### config.mk
export PLATFORM = sky130hd
export DESIGN_NAME = pipeline_ctrl
export DESIGN_NICKNAME = d
export VERILOG_FILES = /design/src/rtl/pipeline_ctrl.sv
export SDC_FILE = /design/constraint.sdc
export NUM_CORES = 1
export LEC_CHECK = 0
export BUFFER_PORTS_ARGS = -buffer_cell sky130_fd_sc_hd__buf_4
export CORE_AREA = 5 5 42 44
export CTS_CLUSTER_SIZE = 28
export DETAILED_ROUTE_END_ITERATION = 8
export DIE_AREA = 0 0 47 49
export GPL_ROUTABILITY_DRIVEN = 0
export MAX_ROUTING_LAYER = met4
export SLEW_MARGIN = 20
export SYNTH_ARGS = -nofsm -noshare
export SYNTH_HDL_FRONTEND = slang
export SYNTH_SLANG_ARGS = --single-unit
### constraint.sdc
create_clock -name CLK -period 3.77 [get_ports CLK]
set_clock_uncertainty 0.2 [all_clocks]
set_input_delay 0.5655 -clock CLK [delete_from_list [all_inputs] [get_ports CLK]]
set_output_delay 0.5655 -clock CLK [all_outputs]
set_load 0.01 [all_outputs]
### src/rtl/pipeline_ctrl.sv
// Pipeline latch enable/flush sequencing: memory-wait freeze, data-done masking, halt drain.
// Optional PIPE_STATS_EN adds saturating stall/flush counters. Outputs are combinational (0 latency).
module pipeline_ctrl #(
    parameter int CNT_W = 32
) (
    input  logic CLK,
    input  logic RST,
    input  logic ihit,
    input  logic dhit,
    input  logic mem_dREN,
    input  logic mem_dWEN,
    input  logic mem_halt,
    input  logic hazard,
    input  logic branch,
    input  logic jump,
    output logic pc_en,
    output logic pc_redirect,
    output logic ifid_en,
    output logic ifid_flush,
    output logic idex_en,
    output logic idex_flush,
    output logic exmem_en,
    output logic memwb_en,
    output logic mem_dmask,
    output logic halt_out
`ifdef PIPE_STATS_EN
    ,
    output logic [CNT_W-1:0] stall_cnt,
    output logic [CNT_W-1:0] flush_cnt
`endif
);

    typedef enum logic [1:0] {RUN, DDONE, HALT} state_t;

    state_t state;
    logic   memreq;
    logic   advance;
    logic   redirect;

    always_comb begin
        memreq   = (mem_dREN | mem_dWEN) & (state != DDONE);
        // Gate with RST so every output reads 0 while reset is held.
        advance  = ihit & (~memreq | dhit) & (state != HALT) & ~RST;
        redirect = advance & ~hazard & (branch | jump);
    end

    always_comb begin
        pc_en       = 1'b0;
        pc_redirect = 1'b0;
        ifid_en     = 1'b0;
        ifid_flush  = 1'b0;
        idex_en     = 1'b0;
        idex_flush  = 1'b0;
        exmem_en    = 1'b0;
        memwb_en    = 1'b0;
        mem_dmask   = (state == DDONE);
        halt_out    = (state == HALT);
        if (advance) begin
            exmem_en = 1'b1;
            memwb_en = 1'b1;
            idex_en  = 1'b1;
            if (hazard) begin
                // Hold the ID instruction and insert a bubble into EX.
                idex_flush = 1'b1;
            end else begin
                pc_en       = 1'b1;
                ifid_en     = 1'b1;
                pc_redirect = redirect;
                ifid_flush  = redirect;
            end
        end
    end

    always_ff @(posedge CLK or posedge RST) begin
        if (RST) begin
            state <= RUN;
        end else begin
            case (state)
                RUN: begin
                    if (advance && mem_halt)
                        state <= HALT;
                    else if (memreq && dhit && !ihit)
                        state <= DDONE;
                end
                DDONE: begin
                    if (advance && mem_halt)
                        state <= HALT;
                    else if (ihit)
                        state <= RUN;
                end
                HALT:    state <= HALT;
                default: state <= RUN;
            endcase
        end
    end

`ifdef PIPE_STATS_EN
    always_ff @(posedge CLK or posedge RST) begin
        if (RST) begin
            stall_cnt <= '0;
            flush_cnt <= '0;
        end else if (state != HALT) begin
            if ((!advance || hazard) && (stall_cnt != '1))
                stall_cnt <= stall_cnt + CNT_W'(1);
            if (redirect && (flush_cnt != '1))
                flush_cnt <= flush_cnt + CNT_W'(1);
        end
    end
`endif

endmodule
==> out/results.ini <==
[grt]
gr-usage-met1_pct=5.49
grt_max_degree=6
busiest_layer=met2
grtUsageMet2_pct=7.92
antenna_found_initial=0
grt_pass1_wl_um=869
grt.total_usage_pct=5.63
gr-usage-met3_pct=2.21
grt_pass1_vias=216
overflow=0

[timing]
hold_viol_final=0
tightestPinTransition_ns=0.252
setup_violations=0
maxSlewHeadroom_pct=83.1
period_minus_slack_ns=2.42
drv_slew=0
tns_ns=0
max_freq_mhz=414
fin_crit_sh_pct=64.1
rsz0062_at_grt=false

[drt]
routedWlPerCell_um=10.1
wirelength_um=575
num_vias=225
initialDrtViolationCount=0
viasPerCell=3.95
drt_pre_antenna_iters=1
ant_nets=0
drc=0

[power]
p_leak_nw=0.183
p_total_w=0.000144
p_per_area_mw_per_mm2=404
vdd_drop_max_v=0.000104

[floorplan]
start_util_pct=14.4
dieArea_mm2=0.00230
io_pins=20
chipHeight_um=49
design.core.area_mm2=0.00140
die_x_um=47
rows=14

[clock_tree]
clock_latency_ns=0.22
clockBufferDepth=2
clock-sinks=2
cts_tree=yes
clk_pin_slew_ns=0.03
post_cts_resized=0
cts_hold_buf=0
htreeDepth=1
numCtsBuffers=3
cts_root_buf=clkbuf_4
post_cts_buffers=0

[critical_path]
rrSetupSlack_ns=2.68
critPathKind=in -> out
crit-reg2reg-launch=state[0]
path_common_cell=buf_4
cp.arrival_ns=1.65
critPathBufInv=2
cp_max_fo=4
crit_chain=buf_4, o21ba_2, maj3_2, nor4_4, buf_4
crit_path_start_kind=input pin
max_stage_delay_ns=0.36
cp_slowest_cell=maj3_2
rr_worst_depth=3
end_kind=primary output
worstReg2RegEnd=state[1]
crit_family=adder cells
crit_required_ns=3.00

[logic_synthesis]
ys_ff_latch=2
synthesis.nets=33
synth_area_um2=201
yosysSeqAreaShare_pct=24.8
ys_types=14
yosys_warnings=0
synthCells=23
syn_area_per_cell_um2=8.76

[layout]
area_growth_pct=77.0
drive_gt1_share_pct=63.4
nNetsFinal=53
top_regs=state (2)
diodes=0
top_register=state
largest_reg_flops=2

[worst_hold_path]
hold_path.class=in -> async

[run]
maxCapViolCount=0

[placement]
portBuffers=19
place_hpwl_um=506

[status]
outcome=finished, final reports clean

[cells in the final DEF (no fill, tap or decap)]
cell	n
o21ai_0	1
nor2b_1	2
buf_4	19
maj3_2	1
inv_1	2
nor2_1	3
a41o_1	1
nor3_1	1
a211oi_1	1
clkbuf_4	3
o21ba_2	1
nand2_1	2
nor3b_2	1
dfrtp_1	2
nor4_4	1
[Yosys cell counts]
master | count | area, µm²
a211oi_1 | 1 | 7.51
nor2b_1 | 2 | 12.5
nor3_1 | 1 | 5.00
o21ba_2 | 1 | 10.0
maj3_2 | 1 | 11.3
nor3b_2 | 1 | 12.5
o21ai_0 | 1 | 5.00
nor4_4 | 1 | 21.3
nand2_1 | 2 | 7.51
buf_4 | 4 | 30.0
inv_1 | 2 | 7.51
nor2_1 | 3 | 11.3
a41o_1 | 1 | 10.0
dfrtp_1 | 2 | 50.1
[stage by stage]
| step | setup slack, ns | cells | util (%) | hold slack (ns) | cell area, µm² |
|---|---|---|---|---|---|
| 6_report | 1.35 | 57 | 25.4 | 0.0161 | 357 |
| 5_1_grt | 1.27 | 57 | 25.4 | 0.0181 | 357 |
| 4_1_cts | 1.34 | 57 | 25.4 | 0.00919 | 357 |
| 3_5_place_dp | 1.34 | 54 | 23.8 | 0.251 | 334 |
| 3_3_place_gp | 1.35 | 54 | 23.8 | 0.252 | 334 |
| 2_1_floorplan | 1.36 | 23 | - | 0.123 | 201 |
[worst register-to-register path, cell delays in order, from the launching register on]
cell     delay [ns]
dfrtp_1        0.36
inv_1          0.11
nand2_1        0.07
a41o_1         0.23
[how the worst max path moves through the flow]
stage	to	cells after the start	startpoint	slack [ns]
floorplan	pc_en	4	mem_dWEN	1.36
CTS	ifid_flush	5	mem_dWEN	1.34
finish	ifid_flush	5	mem_dWEN	1.35
global route	ifid_flush	5	mem_dWEN	1.27
global placement	pc_redirect	5	mem_dWEN	1.35
detailed placement	ifid_flush	5	mem_dWEN	1.34
[report_power, final]
group          internal, W  switching (W)   total, W
registers        0.0000275     0.00000555  0.0000330
logic            0.0000339      0.0000300  0.0000639
clock network    0.0000351      0.0000122  0.0000473
[metal layers]
metal  part of all wire [%]  routed length [µm]
met3                     20                 113
met2                     50                 288
met1                     30                 174
met5                      0                   0
met4                      0                   0
[layout make-up]
| cell class | instances | area [µm²] |
|---|---|---|
| inverter | 2 | 7.51 |
| sequential | 2 | 50.0 |
| tap | 16 | 20.0 |
| timing repair buffer | 19 | 143 |
| multi-input combinational | 15 | 114 |
| clock buffer | 3 | 22.5 |
| fill | 161 | 1040 |
[cells by family after synthesis]
kind of cell | synth area share (%)
adder cells (fa/ha/maj) | 5.59
AO/OA/AOI/OAI | 16.1
buffers and inverters | 18.6
AND/OR/NAND/NOR | 34.8
flip-flops | 24.8
No activity file was read; power rests on OpenSTA's default activity.
